==> config.mk <==
export PLATFORM = sky130hd
export DESIGN_NAME = fb_wr_arbiter
export DESIGN_NICKNAME = d
export VERILOG_FILES = /design/src/rtl/fb_wr_arbiter_pkg.sv /design/src/rtl/rr_pick.sv /design/src/rtl/fb_wr_arbiter.sv
export SDC_FILE = /design/constraint.sdc
export NUM_CORES = 1
export LEC_CHECK = 0
export ABC_AREA = 1
export ABC_CLOCK_PERIOD_IN_PS = 4460
export CORE_MARGIN = 4
export CORE_UTILIZATION = 38
export DETAILED_ROUTE_END_ITERATION = 6
export GPL_ROUTABILITY_DRIVEN = 0
export PLACE_DENSITY = 0.86
export SLEW_MARGIN = 10
export SYNTH_ARGS = -nofsm -noshare
export SYNTH_HDL_FRONTEND = slang
export SYNTH_HIERARCHICAL = 1
export SYNTH_SLANG_ARGS = --single-unit
export TNS_END_PERCENT = 1
==> constraint.sdc <==
create_clock -name clk -period 4.46 [get_ports clk]
set_input_delay 1.115 -clock clk [delete_from_list [all_inputs] [get_ports clk]]
set_output_delay 1.115 -clock clk [all_outputs]
set_load 0.005 [all_outputs]
==> src/rtl/fb_wr_arbiter_pkg.sv <==
// -----------------------------------------------------------------------------
// fb_wr_arbiter_pkg
//   Shared definitions for the framebuffer port arbiters.
//   - arb_state_t : arbiter FSM states (idle / port granted)
//   - GRANT_W     : width of the granted-engine index (supports up to 8 engines)
//   - cnt_width() : width of a beat counter that must hold 0..max_beats
// -----------------------------------------------------------------------------
package fb_wr_arbiter_pkg;

  typedef enum logic {
    ST_IDLE  = 1'b0,
    ST_GRANT = 1'b1
  } arb_state_t;

  localparam int GRANT_W = 3;

  function automatic int cnt_width(input int max_beats);
    return $clog2(max_beats + 1);
  endfunction

endpackage

==> src/rtl/rr_pick.sv <==
// -----------------------------------------------------------------------------
// rr_pick
//   Combinational round-robin selector. Searches req starting one position
//   after ptr (wrapping modulo NUM_REQ) and returns the first set index.
//   Implemented as rotate -> priority-encode -> unrotate so it can be shared
//   with the read-port arbiter.
// Ports
//   req     in  NUM_REQ  request vector
//   ptr     in  IDX_W    index of the most recently served requester
//   gnt_idx out IDX_W    selected requester (meaningful only when any=1)
//   any     out 1        at least one request is set
// -----------------------------------------------------------------------------
module rr_pick #(
  parameter int NUM_REQ = 5,
  parameter int IDX_W   = 3
) (
  input  logic [NUM_REQ-1:0] req,
  input  logic [IDX_W-1:0]   ptr,
  output logic [IDX_W-1:0]   gnt_idx,
  output logic               any
);

  // One extra bit so that (index + offset) never overflows before wrapping.
  localparam logic [IDX_W:0] N_L = (IDX_W + 1)'(NUM_REQ);

  // Both operands are < NUM_REQ, so a single conditional subtract is a full modulo.
  function automatic logic [IDX_W:0] wrap(input logic [IDX_W:0] v);
    return (v >= N_L) ? (v - N_L) : v;
  endfunction

  logic [IDX_W:0]   w_start;
  logic [IDX_W:0]   w_off;
  logic [IDX_W-1:0] w_pos;
  logic [NUM_REQ-1:0] w_rot;

  // NOTE: every variable written in always_comb gets a default first, so no
  // path can leave it unassigned and infer a latch.
  always_comb begin
    w_start = wrap({1'b0, ptr} + (IDX_W + 1)'(1));
    w_rot   = '0;
    w_pos   = '0;
    // Rotate: bit k of w_rot is requester (start + k) mod NUM_REQ.
    for (int k = 0; k < NUM_REQ; k++) begin
      w_pos    = IDX_W'(wrap(w_start + (IDX_W + 1)'(k)));
      w_rot[k] = req[w_pos];
    end
    // Priority-encode: lowest set bit of the rotated vector wins.
    w_off = '0;
    for (int k = NUM_REQ - 1; k >= 0; k--) begin
      if (w_rot[k]) w_off = (IDX_W + 1)'(k);
    end
    // Unrotate back to an absolute requester index.
    gnt_idx = IDX_W'(wrap(w_start + w_off));
    any     = |req;
  end

endmodule

==> src/rtl/fb_wr_arbiter.sv <==
// -----------------------------------------------------------------------------
// fb_wr_arbiter
//   Shares the single framebuffer write port between the 2D engines.
//   Round-robin grant with burst locking: an engine keeps the port until it
//   presents a beat with req_last, or until MAX_BURST beats were accepted.
//   A single registered output stage drives the framebuffer port at up to one
//   beat per clock.
// Ports
//   clk       in   1               system clock, rising edge
//   rst_      in   1               synchronous active-low reset
//   req_rts   in   NUM_REQ         engine i has a valid write beat
//   req_rtr   out  NUM_REQ         arbiter accepts the beat from engine i
//   req_last  in   NUM_REQ         beat from engine i ends its burst
//   req_addr  in   NUM_REQ*ADDR_W  packed addresses, engine i at [i*ADDR_W +: ADDR_W]
//   req_data  in   NUM_REQ*DATA_W  packed pixels, engine i at [i*DATA_W +: DATA_W]
//   fb_rts    out  1               framebuffer beat valid
//   fb_rtr    in   1               framebuffer accepts beat
//   fb_addr   out  ADDR_W          write address
//   fb_data   out  DATA_W          write pixel
//   grant_id  out  GRANT_W         engine currently granted (valid while busy)
//   busy      out  1               an engine owns the port
// -----------------------------------------------------------------------------
module fb_wr_arbiter
  import fb_wr_arbiter_pkg::*;
#(
  parameter int NUM_REQ   = 5,
  parameter int ADDR_W    = 19,
  parameter int DATA_W    = 8,
  parameter int MAX_BURST = 64
) (
  input  logic                       clk,
  input  logic                       rst_,
  input  logic [NUM_REQ-1:0]         req_rts,
  output logic [NUM_REQ-1:0]         req_rtr,
  input  logic [NUM_REQ-1:0]         req_last,
  input  logic [NUM_REQ*ADDR_W-1:0]  req_addr,
  input  logic [NUM_REQ*DATA_W-1:0]  req_data,
  output logic                       fb_rts,
  input  logic                       fb_rtr,
  output logic [ADDR_W-1:0]          fb_addr,
  output logic [DATA_W-1:0]          fb_data,
  output logic [GRANT_W-1:0]         grant_id,
  output logic                       busy
);

  localparam int               CNT_W    = cnt_width(MAX_BURST);
  localparam logic [CNT_W-1:0] CNT_LAST = CNT_W'(MAX_BURST - 1);

  arb_state_t         r_state;
  logic [GRANT_W-1:0] r_rr_ptr;
  logic [GRANT_W-1:0] r_grant_id;
  logic [CNT_W-1:0]   r_burst_cnt;
  logic               r_busy;
  logic               r_fb_rts;
  logic [ADDR_W-1:0]  r_fb_addr;
  logic [DATA_W-1:0]  r_fb_data;

  logic [GRANT_W-1:0] w_pick_idx;
  logic               w_pick_any;
  logic               w_out_free;
  logic               w_sel_rts;
  logic               w_sel_last;
  logic [ADDR_W-1:0]  w_sel_addr;
  logic [DATA_W-1:0]  w_sel_data;
  logic               w_accept;
  logic               w_release;

  rr_pick #(
    .NUM_REQ (NUM_REQ),
    .IDX_W   (GRANT_W)
  ) u_rr_pick (
    .req     (req_rts),
    .ptr     (r_rr_ptr),
    .gnt_idx (w_pick_idx),
    .any     (w_pick_any)
  );

  // The output register can take a new beat when empty or draining this cycle.
  assign w_out_free = !r_fb_rts || fb_rtr;

  // Select the granted engine's handshake and payload.
  always_comb begin
    w_sel_rts  = 1'b0;
    w_sel_last = 1'b0;
    w_sel_addr = '0;
    w_sel_data = '0;
    for (int i = 0; i < NUM_REQ; i++) begin
      if (r_grant_id == GRANT_W'(i)) begin
        w_sel_rts  = req_rts[i];
        w_sel_last = req_last[i];
        w_sel_addr = req_addr[i*ADDR_W +: ADDR_W];
        w_sel_data = req_data[i*DATA_W +: DATA_W];
      end
    end
  end

  // Only the granted engine ever sees rtr, and only in GRANT.
  always_comb begin
    req_rtr = '0;
    for (int i = 0; i < NUM_REQ; i++) begin
      req_rtr[i] = (r_state == ST_GRANT) && w_out_free && (r_grant_id == GRANT_W'(i));
    end
  end

  assign w_accept  = (r_state == ST_GRANT) && w_out_free && w_sel_rts;
  // The beat being accepted either ends the burst or is the MAX_BURST-th one.
  assign w_release = w_sel_last || (r_burst_cnt == CNT_LAST);

  // NOTE: sequential state is written with non-blocking assignments only, so
  // every register samples the pre-edge values of all others.
  always_ff @(posedge clk) begin
    if (!rst_) begin
      r_state     <= ST_IDLE;
      r_rr_ptr    <= GRANT_W'(NUM_REQ - 1);
      r_grant_id  <= '0;
      r_burst_cnt <= '0;
      r_busy      <= 1'b0;
      r_fb_rts    <= 1'b0;
      r_fb_addr   <= '0;
      r_fb_data   <= '0;
    end else begin
      // Drain the output stage; a beat loaded below in the same cycle wins.
      if (r_fb_rts && fb_rtr) r_fb_rts <= 1'b0;

      case (r_state)
        ST_IDLE: begin
          if (w_pick_any) begin
            r_grant_id <= w_pick_idx;
            r_state    <= ST_GRANT;
            r_busy     <= 1'b1;
          end
        end
        ST_GRANT: begin
          // A granted engine that pauses without last keeps the port.
          if (w_accept) begin
            r_fb_addr <= w_sel_addr;
            r_fb_data <= w_sel_data;
            r_fb_rts  <= 1'b1;
            if (w_release) begin
              r_state     <= ST_IDLE;
              r_busy      <= 1'b0;
              r_rr_ptr    <= r_grant_id;
              r_burst_cnt <= '0;
            end else begin
              r_burst_cnt <= r_burst_cnt + CNT_W'(1);
            end
          end
        end
        default: r_state <= ST_IDLE;
      endcase
    end
  end

  assign fb_rts   = r_fb_rts;
  assign fb_addr  = r_fb_addr;
  assign fb_data  = r_fb_data;
  assign grant_id = r_grant_id;
  assign busy     = r_busy;

endmodule

### Word level (Yosys, flattened, before mapping)

Cells that the tools add are included.

* register bits: 43
* bits of input ports: 148

* reduce and logical (&&, ||, !) cells: 17
* muxes and demuxes: 54
* equality and inequality tests: 8
* add/subtract/negate cells: 14
* magnitude comparators: 12
* bitwise logic cells: 1

Operators by type and width (number)
* two-way mux 19 bit: 5
* two-way mux 8 bit: 5
* two-way mux 3 bit: 11
* greater-or-equal comparator 4 x 3 -> 1 bit, second input constant: 7
* two-way mux 1 bit: 24
* less-than comparator 3 x 4 -> 1 bit, second input constant: 5
* subtractor 3 bit, second input constant: 6
* binary-select mux 1 bit (select 3 bit): 5
* adder 4 x 2 -> 4 bit, second input constant: 2
* logical AND 1 bit: 8
* adder 7 x 1 -> 7 bit, second input constant: 1
* == test 7 x 6 -> 1 bit, second input constant: 1
* two-way mux 7 bit: 1
* == test 3 x 2 -> 1 bit, second input constant: 2
* != test 2 x 1 -> 1 bit, second input constant: 3
* AND reduction 3 bit: 2
* OR reduction 5 bit: 1
* adder 3 x 1 -> 4 bit, second input constant: 1
* adder 4 x 1 -> 4 bit, second input constant: 1
* adder 4 x 3 -> 4 bit: 1
* adder 4 x 3 -> 4 bit, second input constant: 1
* two-way mux 4 bit: 1
* one-hot mux 1 bit (2 select lines): 2
* AND reduction 2 bit: 2
* other kinds (7): 8

### Longest topological paths before layout

Gate-level depths: netlist (run 1).

* depth in word-level cells: 16
* gate-level depth with buffers: 35
* depth with buffers taken out: 35

### Hierarchy

The synthesis (run 1) kept the hierarchy.

Modules (own cells, without submodules)
* fb_wr_arbiter: times used 1, area each 2592.5 um^2, cells an instance 398
* rr_pick: times used 1, area each 1192.4 um^2, cells an instance 205

### Worst setup path before layout (run 1)

Ideal clock, no wire load.

* path type: reg2reg
* start: reg r_rr_ptr[0]
* end: reg r_grant_id[2] (netlist: grant_id[2])
* required time: 4.327 ns
* stages on the path, launching flop included: 33
* period minus slack after synthesis: 4.346 ns
* setup slack: 0.114 ns
* path buffers: 0
* arrival time: 4.213 ns
* cell sequence: dfxtp_1 inv_2 ha_1 nor2_4 nor2_1 inv_1 nand2_1 nand2_4 inv_2 ha_1 nor2_1 inv_1 nand2_2 a21oi_1 a21oi_2 nand3_4 nand2_1 nand4_1 or2_1 nand2_1 nand2_1 a21oi_2 ha_1 fa_1 inv_1 ha_1 inv_1 o21ai_0 nand3_1 nand2_1 xnor2_1 o21ai_0 a21oi_1

* longest elaborated chain between the ends: 16
* elaborated cells between the ends (all ways): 42

RTL lines
* start: declaration: RTL line fb_wr_arbiter.sv:50 `logic [GRANT_W-1:0] r_rr_ptr;`
* start signal: assignment: RTL line fb_wr_arbiter.sv:114 `r_rr_ptr <= GRANT_W'(NUM_REQ - 1);`
* start signal: assignment: RTL line fb_wr_arbiter.sv:142 `r_rr_ptr <= r_grant_id;`
* adder 3 x 1 -> 4 bit *: RTL line rr_pick.sv:39 `w_start = wrap({1'b0, ptr} + (IDX_W + 1)'(1));`
* subtractor 4 x 3 -> 4 bit or greater-or-equal comparator 4 x 3 -> 1 bit (tied branches): RTL line rr_pick.sv:28 `return (v >= N_L) ? (v - N_L) : v;`
* two-way mux 4 bit *: RTL line rr_pick.sv:28
* adder 4 x 3 -> 4 bit: RTL line rr_pick.sv:44 `w_pos = IDX_W'(wrap(w_start + (IDX_W + 1)'(k)));`
* greater-or-equal comparator 4 x 3 -> 1 bit or subtractor 3 bit (tied branches): RTL line rr_pick.sv:28
* two-way mux 3 bit: RTL line rr_pick.sv:28
* binary-select mux 1 bit (select 3 bit): RTL line rr_pick.sv:45 `w_rot[k] = req[w_pos];`
* two-way mux 1 bit (not written as such): RTL line rr_pick.sv:45
* two-way mux 3 bit (5 in series): RTL line rr_pick.sv:50 `if (w_rot[k]) w_off = (IDX_W + 1)'(k);`
* adder 4 x 3 -> 4 bit *: RTL line rr_pick.sv:53 `gnt_idx = IDX_W'(wrap(w_start + w_off));`
* greater-or-equal comparator 4 x 3 -> 1 bit or subtractor 3 bit (tied branches): RTL line rr_pick.sv:28
* two-way mux 3 bit *: RTL line rr_pick.sv:28
* via w_pick_idx[2]: RTL line fb_wr_arbiter.sv:58 `logic [GRANT_W-1:0] w_pick_idx;`
* end signal: assignment: RTL line fb_wr_arbiter.sv:128 `r_grant_id <= w_pick_idx;`
* end: declaration: RTL line fb_wr_arbiter.sv:51 `logic [GRANT_W-1:0] r_grant_id;`

Mark *: on every way through the listed nets, which the timed path passes. The rest lies on a longest branch. The select of a mux whose other input is x is not followed.
A chain may end at the register's enable or synchronous reset.

### Worst setup path in the final report (run 1)

* start: reg r_rr_ptr[0]
* end: reg r_grant_id[0] (netlist: grant_id[0])

* longest elaborated chain between the ends: 16
* elaborated cells between the ends (all ways): 42

RTL lines (RTL line)
* adder 3 x 1 -> 4 bit *: rr_pick.sv:39
* subtractor 4 x 3 -> 4 bit or greater-or-equal comparator 4 x 3 -> 1 bit (tied branches): rr_pick.sv:28
* two-way mux 4 bit *: rr_pick.sv:28
* adder 4 x 3 -> 4 bit: rr_pick.sv:44
* greater-or-equal comparator 4 x 3 -> 1 bit or subtractor 3 bit (tied branches): rr_pick.sv:28
* two-way mux 3 bit: rr_pick.sv:28
* binary-select mux 1 bit (select 3 bit): rr_pick.sv:45
* two-way mux 1 bit (not written as such): rr_pick.sv:45
* two-way mux 3 bit (5 in series): rr_pick.sv:50
* adder 4 x 3 -> 4 bit *: rr_pick.sv:53
* greater-or-equal comparator 4 x 3 -> 1 bit: rr_pick.sv:28
* two-way mux 3 bit *: rr_pick.sv:28
* via w_pick_idx[0]: fb_wr_arbiter.sv:58

Marked as above.

==> run summary, run 1 <==
status = finished clean
Critical Path AT = 4660 ps
CP most frequent cell = inv_2
Clock Skews = 3.62 ps
Total Nets Final = 950
Synthesized Nets = 768
Setup crit start kind = flip-flop
top post-synthesis cells by area = dfxtp_1, nand2_1, a21oi_1
clk slew on worst S/H paths = 80 ps
Antenna Cells = 0
# Max-Cap Violations = 0
maximum vdd drop = 477 uV
top_reg_cell synth = dfxtp_1
leading cell types in the layout, fill and taps excluded = clkdlybuf4s50_1, nand2_1, a21oi_1
critical path type = reg2reg
num ports = 185
post-route ant nets = 0
asr flop ratio synth = 0%
crit path from = r_rr_ptr[0]$_SDFFE_PN0P_
# setup viols final = 0
Mapped Area = 3780 sq um
total track usage = 24.0%
post-synthesis sequential area ratio = 22.7%
Post-Syn Instances = 603
Post-synth EDFFs = 0
GRT met1 Usage = 25.4%
worst-case clock buffer depth = 2
Fillers = 900
busiest grt layer = met2
final hold violation count = 0
met3 usage = 7.86%
worst-margin pin slew = 1150 ps
DR vias/cell = 5.22
R2R setup slack = 20 ps
Max FO, Critical Path = 7
CTS H-tree depth = 2
Synth area leader = dfxtp_1
unrepaired setup endpoints after global routing = yes
initial drt markers = 252
R2R Path Start = r_rr_ptr[0]$_SDFFE_PN0P_
Layout area overhead = 59.2%
TritonCTS clock tree = yes
crit path capture type = flip-flop
PortBufs = 184
global route total overflow = 0
Synth top area share = 22.7%
placed cell areas = 5700 sq um
CTS sink count = 43
Synth cell types = 37
Slew Limit Headroom = 23.3%
Worst R2R Path Depth = 30
commonest non-fill, non-tap cell in the layout = clkdlybuf4s50_1
share of layout cells above drive strength 1 = 14.0%
placed cells = 902
Final Cell Area = 6030 sq um
first-pass GRT wire length = 22.5 mm
Hold WC Path Type = reg2reg
later-pin clock latency in the skew report = 290 ps
DRT Pass-1 Iters = 6
crit share post-route = 99.5%
Core Util, Final = 61.9%
WL per Instance = 15.4 microns
CP Capture Point = grant_id[0]$_SDFFE_PN0P_
synth warn = 6
CTS Buf Count = 5
max frequency = 225 MHz
die span in y = 108 microns
row count = 36
worst reg2reg path endpoint = grant_id[0]$_SDFFE_PN0P_
pins over their slew limit = 0
vias = 4792
initial antenna violation count = 0
CP max-delay cell = fa_1
WL final = 14.1 mm
clock root buffer = clkbuf_8
vias in the first global route = 4823
CP Data Required Time = 4680 ps
Tmin final = 4440 ps
largest stage delay on the critical path = 410 ps
remaining routing DRC violations = 0
final instance count without filler cells = 918
die width = 108 microns
met2 Use GR = 44.4%
CORE AREA = 9730 sq um
maximum number of pins on one net before global-route repair = 36
Cell Pwr Density = 689 nW/um^2
cell leakage power = 2.57 nW
Die ar. = 11600 sq um
dpl hpwl = 10.8 mm
Yosys reg bits = 43
Avg Inst Size Synth = 6.28 sq um
initial core utilization = 38.9%
[Yosys cell counts (2+ instances only)]
master	instances
nor4_1	2
nand2_1	129
inv_2	8
o21ai_0	44
dfxtp_1	43
o21ai_1	7
nand3_2	8
nor2_4	2
xnor2_1	2
nor3_1	4
nor2_1	28
nand2_2	12
o211ai_1	3
buf_4	4
o21ai_2	5
xor2_1	6
a21oi_1	96
nand2_4	4
buf_2	8
inv_1	47
nand3_1	83
nor3_2	2
nand3_4	2
nand4_1	9
a21oi_2	2
clkbuf_1	11
nor2_2	2
ha_1	16
or2_1	3
buf_6	4
[worst max-delay path: cells and delay by family, from the launching register on]
kind | cells | cell delay (ps)
adders and majority gates | 5 | 1220
and+or+nand+nor | 10 | 1100
AOI/OAI and AO/OA | 6 | 800
buffers and inverters | 7 | 490
xor gates and xnor gates | 2 | 390
DFF | 1 | 370
[registers in the layout, indices dropped and copies added (netlist names)]
register and count:
busy 1, fb_addr 19, fb_data 8, fb_rts 1
grant_id 3, r_burst_cnt 7, r_rr_ptr 3, r_state 1
[where the power goes]
| part | internal [mW] | switching [mW] |
|---|---|---|
| sequential | 0.508 | 0.0906 |
| clock | 0.122 | 0.132 |
| combinational | 1.37 | 1.93 |
[worst min path at each step]
stage	slack [ps]	depth (start not counted)	to	startpoint
after detailed placement	450	2	r_burst_cnt[6]$_SDFFE_PN0P_	r_burst_cnt[6]$_SDFFE_PN0P_
after global routing	480	2	r_burst_cnt[6]$_SDFFE_PN0P_	r_burst_cnt[6]$_SDFFE_PN0P_
after CTS	470	2	r_burst_cnt[6]$_SDFFE_PN0P_	r_burst_cnt[6]$_SDFFE_PN0P_
after floorplan	430	2	r_burst_cnt[6]$_SDFFE_PN0P_	r_burst_cnt[6]$_SDFFE_PN0P_
after global placement	440	2	r_burst_cnt[6]$_SDFFE_PN0P_	r_burst_cnt[6]$_SDFFE_PN0P_
final	460	2	r_burst_cnt[6]$_SDFFE_PN0P_	r_burst_cnt[6]$_SDFFE_PN0P_
[through the flow]
step	setup WS, ps	setup TNS [ps]	total power, mW	hold WS (ps)
2_1_floorplan	114	0	2.59	433
3_3_place_gp	40.5	0	3.35	441
3_5_place_dp	-180	-420	3.42	455
4_1_cts	9.49	0	3.75	466
5_1_grt	-204	-550	4.56	481
6_report	23.1	0	4.15	465
[what timing repair did]
| item | 4_1_cts | 5_1_grt |
|---|---|---|
| pin swaps | 5 | 27 |
| buffers inserted | 3 | 6 |
| hold buffers | 0 | 0 |
| resized for setup | 8 | 41 |
| gates cloned | 0 | 0 |
| endpoints found under the setup margin | 3 | 3 |
[final cells by class]
cell class,instances,area (sq um),share of cell area [%]
multi-input cells,477,2720,45.1
repair buffers,202,1980,32.8
clock buffers,6,82.6,1.37
clock inverters,1,5.00,0.0831
flip-flops and latches,43,863,14.3
well taps,133,166,2.76
inverters,56,213,3.53
[cell families (layout without fill, tap and decap cells)]
| logic type | after synthesis | in the layout | synth area share (%) |
|---|---|---|---|
| simple gates | 293 | 293 | 37.9 |
| buf+inv | 83 | 265 | 9.69 |
| compound gates | 159 | 159 | 22.0 |
| flops | 43 | 43 | 22.7 |
| fa+ha+maj | 17 | 17 | 5.82 |
| xor+xnor | 8 | 8 | 1.85 |
[metal layers]
metal / vias up / wire length [microns]
met4: 0 / 393
met2: 177 / 7280
li1: 2401 / -
met3: 36 / 1260
met5: - / 0
met1: 2178 / 5200
(Power assumes the default switching activity.)
==> run 2: changes to the inputs <==
--- a/config.mk
+++ b/config.mk
@@ -12,7 +12,7 @@
 export DETAILED_ROUTE_END_ITERATION = 6
 export GPL_ROUTABILITY_DRIVEN = 0
 export PLACE_DENSITY = 0.86
-export SLEW_MARGIN = 10
+export SLEW_MARGIN = 30
 export SYNTH_ARGS = -nofsm -noshare
 export SYNTH_HDL_FRONTEND = slang
 export SYNTH_HIERARCHICAL = 1
==> run summary, run 2 (synthesis gave the netlist of run 1 again) <==
status = finished clean
num ports = 185 (unchanged)
Total Nets Final = 954 (+0.42%)
vias in the first global route = 4722 (-2.1%)
Tmin final = 4330 ps (-111 ps)
row count = 36 (unchanged)
Die ar. = 11600 sq um (unchanged)
maximum vdd drop = 444 uV (-6.8%)
vias = 4792 (unchanged)
Max FO, Critical Path = 7 (unchanged)
Layout area overhead = 61.4%
Fillers = 902 (+0.22%)
WL per Instance = 15.4 microns (about the same)
max FFs per register = 19 (unchanged)
hold slack = 459 ps (-6.11 ps)
DR vias/cell = 5.20 (-0.43%)
CP max-delay cell = fa_1
max frequency = 231 MHz (+2.6%)
setup TNS = 0 ps (unchanged)
switch share = 50.8% (-1.0 points)
crit path capture type = flip-flop
Critical Path AT = 4500 ps (-160 ps)
CP most frequent cell = nand2_1
hold depth = 2 (unchanged)
Worst R2R Path Depth = 32 (+6.7%)
initial antenna violation count = 0 (unchanged)
clk slew on worst S/H paths = 80 ps (about the same)
CTS sink count = 43 (unchanged)
Slew Limit Headroom = 45.9% (+23 points)
unrepaired setup endpoints after global routing = yes
R2R Path Start = r_rr_ptr[0]$_SDFFE_PN0P_
total track usage = 23.6% (-0.38 points)
largest stage delay on the critical path = 410 ps (about the same)
Place WS = -127 ps (+53.2 ps)
hold path start = r_burst_cnt[6]$_SDFFE_PN0P_
TritonCTS clock tree = yes
crit share post-route = 97.0% (-2.5 points)
WL final = 14.2 mm (+0.45%)
final hold violation count = 0 (unchanged)
Sw Pwr = 2.19 mW (+2.1%)
share of layout cells above drive strength 1 = 14.7% (+0.69 points)
critical path type = reg2reg
worst reg2reg path endpoint = grant_id[1]$_SDFFE_PN0P_
Combinational Power Share = 80.2% (+0.7 points)
dpl hpwl = 10.9 mm (+0.68%)
later-pin clock latency in the skew report = 290 ps (about the same)
die span in y = 108 microns (unchanged)
Cell Pwr Density = 708 nW/um^2 (+2.8%)
remaining routing DRC violations = 0 (unchanged)
commonest non-fill, non-tap cell in the layout = clkdlybuf4s50_1
# setup viols final = 0 (unchanged)
Int Power = 2.13 mW (+6.3%)
cell leakage power = 2.59 nW (+0.79%)
pins over their slew limit = 0 (unchanged)
PortBufs = 184 (unchanged)
CTS Buf Count = 5 (unchanged)
Setup WS post-layout = 134 ps (+111 ps)
R2R setup slack = 130 ps (+110 ps)
DRT Pass-1 Iters = 4 (-2)
# Max-Cap Violations = 0 (unchanged)
worst-case clock buffer depth = 2 (unchanged)
leading cell types in the layout, fill and taps excluded = clkdlybuf4s50_1, nand2_1, a21oi_1
Setup crit start kind = flip-flop
CP Data Required Time = 4640 ps (-40 ps)
PnR Total Power = 4.32 mW (+4.2%)
first-pass GRT wire length = 22.1 mm (-1.8%)
initial core utilization = 38.9% (unchanged)
clock root buffer = clkbuf_8
die width = 108 microns (unchanged)
Hold WC Path Type = reg2reg
post-route ant nets = 0 (unchanged)
initial drt markers = 277 (+9.9%)
CORE AREA = 9730 sq um (unchanged)
maximum number of pins on one net before global-route repair = 36 (unchanged)
Clk pwr share = 5.8% (-0.3 points)
Clock Skews = 4.73 ps (+1.11 ps)
Antenna Cells = 0 (unchanged)
sequential power share = 13.9% (-0.5 points)
CTS H-tree depth = 2 (unchanged)
Hold EP = r_burst_cnt[6]$_SDFFE_PN0P_
worst-margin pin slew = 806 ps (-341 ps)
Core Util, Final = 62.8% (+0.85 points)
global route total overflow = 0 (unchanged)
## run 2: timing repair
item | CTS | global route
gates resized for setup | 7 | 54
endpoints found under the setup margin | 3 | 3
hold buffers | 0 | 0
gates cloned | 0 | 0
buffers inserted | 2 | 10
pin swaps | 4 | 29
## run 2: routing by layer
| layer | vias to the layer above | routed length, microns | track usage [%] |
|---|---|---|---|
| met1 | 2207 | 5230 | 24.7 |
| met5 | - | 0 | 0 |
| met2 | 152 | 7380 | 43.9 |
| met3 | 28 | 1230 | 8.10 |
| li1 | 2405 | - | - |
| met4 | 0 | 357 | 7.57 |
## run 2: power by group through the flow
stage	sequential, mW	clock, mW	combinational [mW]
floorplan	0.589	0	2.00
global placement	0.598	0	2.76
detailed placement	0.602	0	2.82
CTS	0.597	0.261	2.89
global route	0.620	0.274	3.87
finish	0.603	0.252	3.47
## run 2: stage by stage
step                std cells  instance area [sq um]
finish                    922                   6110
global route              922                   6110
global placement          902                   5700
detailed placement        903                   5710
floorplan                 603                   3780
CTS                       912                   5840
## run 2: worst max-delay path by stage
stage	from	to	slack (ps)	depth (start not counted)
2_1_floorplan	r_rr_ptr[0]$_SDFFE_PN0P_	grant_id[2]$_SDFFE_PN0P_	110	32
3_3_place_gp	r_rr_ptr[0]$_SDFFE_PN0P_	grant_id[2]$_SDFFE_PN0P_	40	32
3_5_place_dp	r_rr_ptr[1]$_SDFFE_PN0P_	grant_id[2]$_SDFFE_PN0P_	-130	33
4_1_cts	r_rr_ptr[1]$_SDFFE_PN0P_	grant_id[2]$_SDFFE_PN0P_	20	33
5_1_grt	r_rr_ptr[0]$_SDFFE_PN0P_	grant_id[0]$_SDFFE_PN0P_	-160	32
6_report	r_rr_ptr[0]$_SDFFE_PN0P_	grant_id[1]$_SDFFE_PN0P_	130	32
## run 2: area by class of cell
cell class	count	area, sq um	share of cell area (%)
repair buffers	206	2010	32.9
inverters	56	220	3.61
flip-flops and latches	43	866	14.2
clock inverters	1	5.00	0.0819
clock buffers	6	82.6	1.35
well taps	133	166	2.72
multi-input cells	477	2760	45.2
## run 2: worst max-delay path, delay by kind of cell, from the launching register on
family	cells	cell delay, ps
AND/OR/NAND/NOR	12	1270
adder cells (fa/ha/maj)	5	1230
AO/OA/AOI/OAI	6	730
buffers and inverters	8	530
flip-flops	1	390
XOR/XNOR	1	80
==> run 3: changes to the inputs <==
--- a/config.mk
+++ b/config.mk
@@ -6,7 +6,7 @@
 export NUM_CORES = 1
 export LEC_CHECK = 0
 export ABC_AREA = 1
-export ABC_CLOCK_PERIOD_IN_PS = 4460
+export ABC_CLOCK_PERIOD_IN_PS = 3480
 export CORE_MARGIN = 4
 export CORE_UTILIZATION = 38
 export DETAILED_ROUTE_END_ITERATION = 6
==> constraint.sdc (replaced) <==
create_clock -name clk -period 3.48 [get_ports clk]
set_input_delay 0.87 -clock clk [delete_from_list [all_inputs] [get_ports clk]]
set_output_delay 0.87 -clock clk [all_outputs]
set_load 0.005 [all_outputs]
==> run summary, run 3 (synthesis gave the netlist of run 1 again) <==
Tmin final = 4520 ps (+197 ps)
first-pass GRT wire length = 23.2 mm (+5.0%)
post-route ant nets = 0 (unchanged)
share of layout cells above drive strength 1 = 16.6% (+1.9 points)
Place WS = -884 ps (-756 ps)
CTS sink count = 43 (unchanged)
CP max-delay cell = fa_1
vias = 5065 (+5.7%)
max FFs per register = 19 (unchanged)
final hold violation count = 0 (unchanged)
hold slack = 466 ps (+7.31 ps)
crit path capture type = flip-flop
# setup viols final = 3 (+3)
total track usage = 24.6% (+0.98 points)
commonest non-fill, non-tap cell in the layout = clkdlybuf4s50_1
setup TNS = -2960 ps (-2960 ps)
num ports = 185 (unchanged)
delay-heaviest family, CP = adder cells
Setup crit start kind = flip-flop
worst-margin pin slew = 822 ps (+16.1 ps)
die width = 108 microns (unchanged)
initial antenna violation count = 0 (unchanged)
Cell Pwr Density = 944 nW/um^2 (+33%)
Layout area overhead = 66.2%
WP buf/inv = 7 (-1)
violated checks = setup timing
dpl hpwl = 11.7 mm (+7.0%)
initial core utilization = 38.9% (unchanged)
cell leakage power = 2.75 nW (+6.2%)
die span in y = 108 microns (unchanged)
vias in the first global route = 5122 (+8.5%)
# Max-Cap Violations = 0 (unchanged)
largest stage delay on the critical path = 430 ps (+20 ps)
Setup WS post-layout = -1040 ps (-1180 ps)
TritonCTS clock tree = yes
DR vias/cell = 5.31 (+2.2%)
global route total overflow = 0 (unchanged)
max frequency = 221 MHz (-4.4%)
Max FO, Critical Path = 7 (unchanged)
Antenna Cells = 0 (unchanged)
maximum number of pins on one net before global-route repair = 36 (unchanged)
clk slew on worst S/H paths = 80 ps (about the same)
worst-case clock buffer depth = 2 (unchanged)
CORE AREA = 9730 sq um (unchanged)
Slew Limit Headroom = 44.8% (-1.1 points)
CTS H-tree depth = 2 (unchanged)
Clock Skews = 5.33 ps (+0.599 ps)
initial drt markers = 321 (+16%)
status = finished, violations left
pins over their slew limit = 0 (unchanged)
critical path type = reg2reg
DRT Pass-1 Iters = 5 (+1)
Total Nets Final = 985 (+3.2%)
CTS Buf Count = 5 (unchanged)
PortBufs = 184 (unchanged)
crit share post-route = 130% (+33 points)
remaining routing DRC violations = 0 (unchanged)
WL final = 14.9 mm (+4.6%)
clock root buffer = clkbuf_8
Hold WC Path Type = reg2reg
Critical Path AT = 4740 ps (+240 ps)
unrepaired setup endpoints after global routing = yes
leading cell types in the layout, fill and taps excluded = clkdlybuf4s50_1, nand2_1, a21oi_1
CP Data Required Time = 3700 ps (-940 ps)
later-pin clock latency in the skew report = 290 ps (about the same)
row count = 36 (unchanged)
WL per Instance = 15.6 microns (+1.1%)
Die ar. = 11600 sq um (unchanged)
maximum vdd drop = 603 uV (+36%)
hold buffers post-CTS = 0 (unchanged)
## run 3: changes by cell type in the layout (fill, tap and decap cells not counted), sizes merged
cell,previous run,this run
buf,23,53
bufinv,0,2
clkdlybuf4s50,183,184
clkinv,2,1
## run 3: power by group
part / leakage, nW / internal, mW / switching [mW]
registers: 0.354 / 0.652 / 0.120
clock network: 0.0654 / 0.287 / 0.160
logic: 2.33 / 2.06 / 2.65
## run 3: timing repair
action,CTS,global route
buffers inserted,1,5
setup endpoints to repair,3,3
pin swaps,10,20
resized for setup,12,13
## run 3: worst reg2reg max path: cells and delay by family, from the launching register on
family | cells | cell delay, ps
adder cells (fa/ha/maj) | 5 | 1280
AND/OR/NAND/NOR | 10 | 1110
AO/OA/AOI/OAI | 6 | 820
buffers and inverters | 7 | 480
XOR/XNOR | 2 | 400
flip-flops | 1 | 370
## run 3: final timing paths
kind	startpoint	end	slack, ps	cells after the start
worst max-delay path	r_rr_ptr[0]$_SDFFE_PN0P_	grant_id[0]$_SDFFE_PN0P_	-1040	30
worst min-delay path	r_burst_cnt[6]$_SDFFE_PN0P_	r_burst_cnt[6]$_SDFFE_PN0P_	470	2
worst max register to register	r_rr_ptr[0]$_SDFFE_PN0P_	grant_id[0]$_SDFFE_PN0P_	-1040	30
worst min register to register	r_burst_cnt[6]$_SDFFE_PN0P_	r_burst_cnt[6]$_SDFFE_PN0P_	470	2
## run 3: layout make-up
type	count	area, sq um
well taps	133	166
inverters	56	218
repair buffers	237	2240
multi-input cells	477	2660
flip-flops and latches	43	866
clock inverters	2	60.1
fillers	853	3440
clock buffers	6	72.6
## run 3: layer usage
layer | global-route usage, % | vias up | share of wire (%)
li1 | - | 2468 | -
met1 | 24.4 | 2342 | 36
met2 | 46.7 | 215 | 53
met3 | 7.86 | 40 | 8.4
met4 | 10.2 | 0 | 3.0
met5 | 0 | - | 0
## run 3: through the flow
step	area, sq um	cells	power (mW)	util [%]
after floorplan	3830	603	3.39	-
after global placement	6030	939	4.63	62.0
after detailed placement	6030	939	4.87	62.0
after CTS	6200	948	5.49	63.7
after global routing	6290	954	6.42	64.6
final	6290	954	5.94	64.6
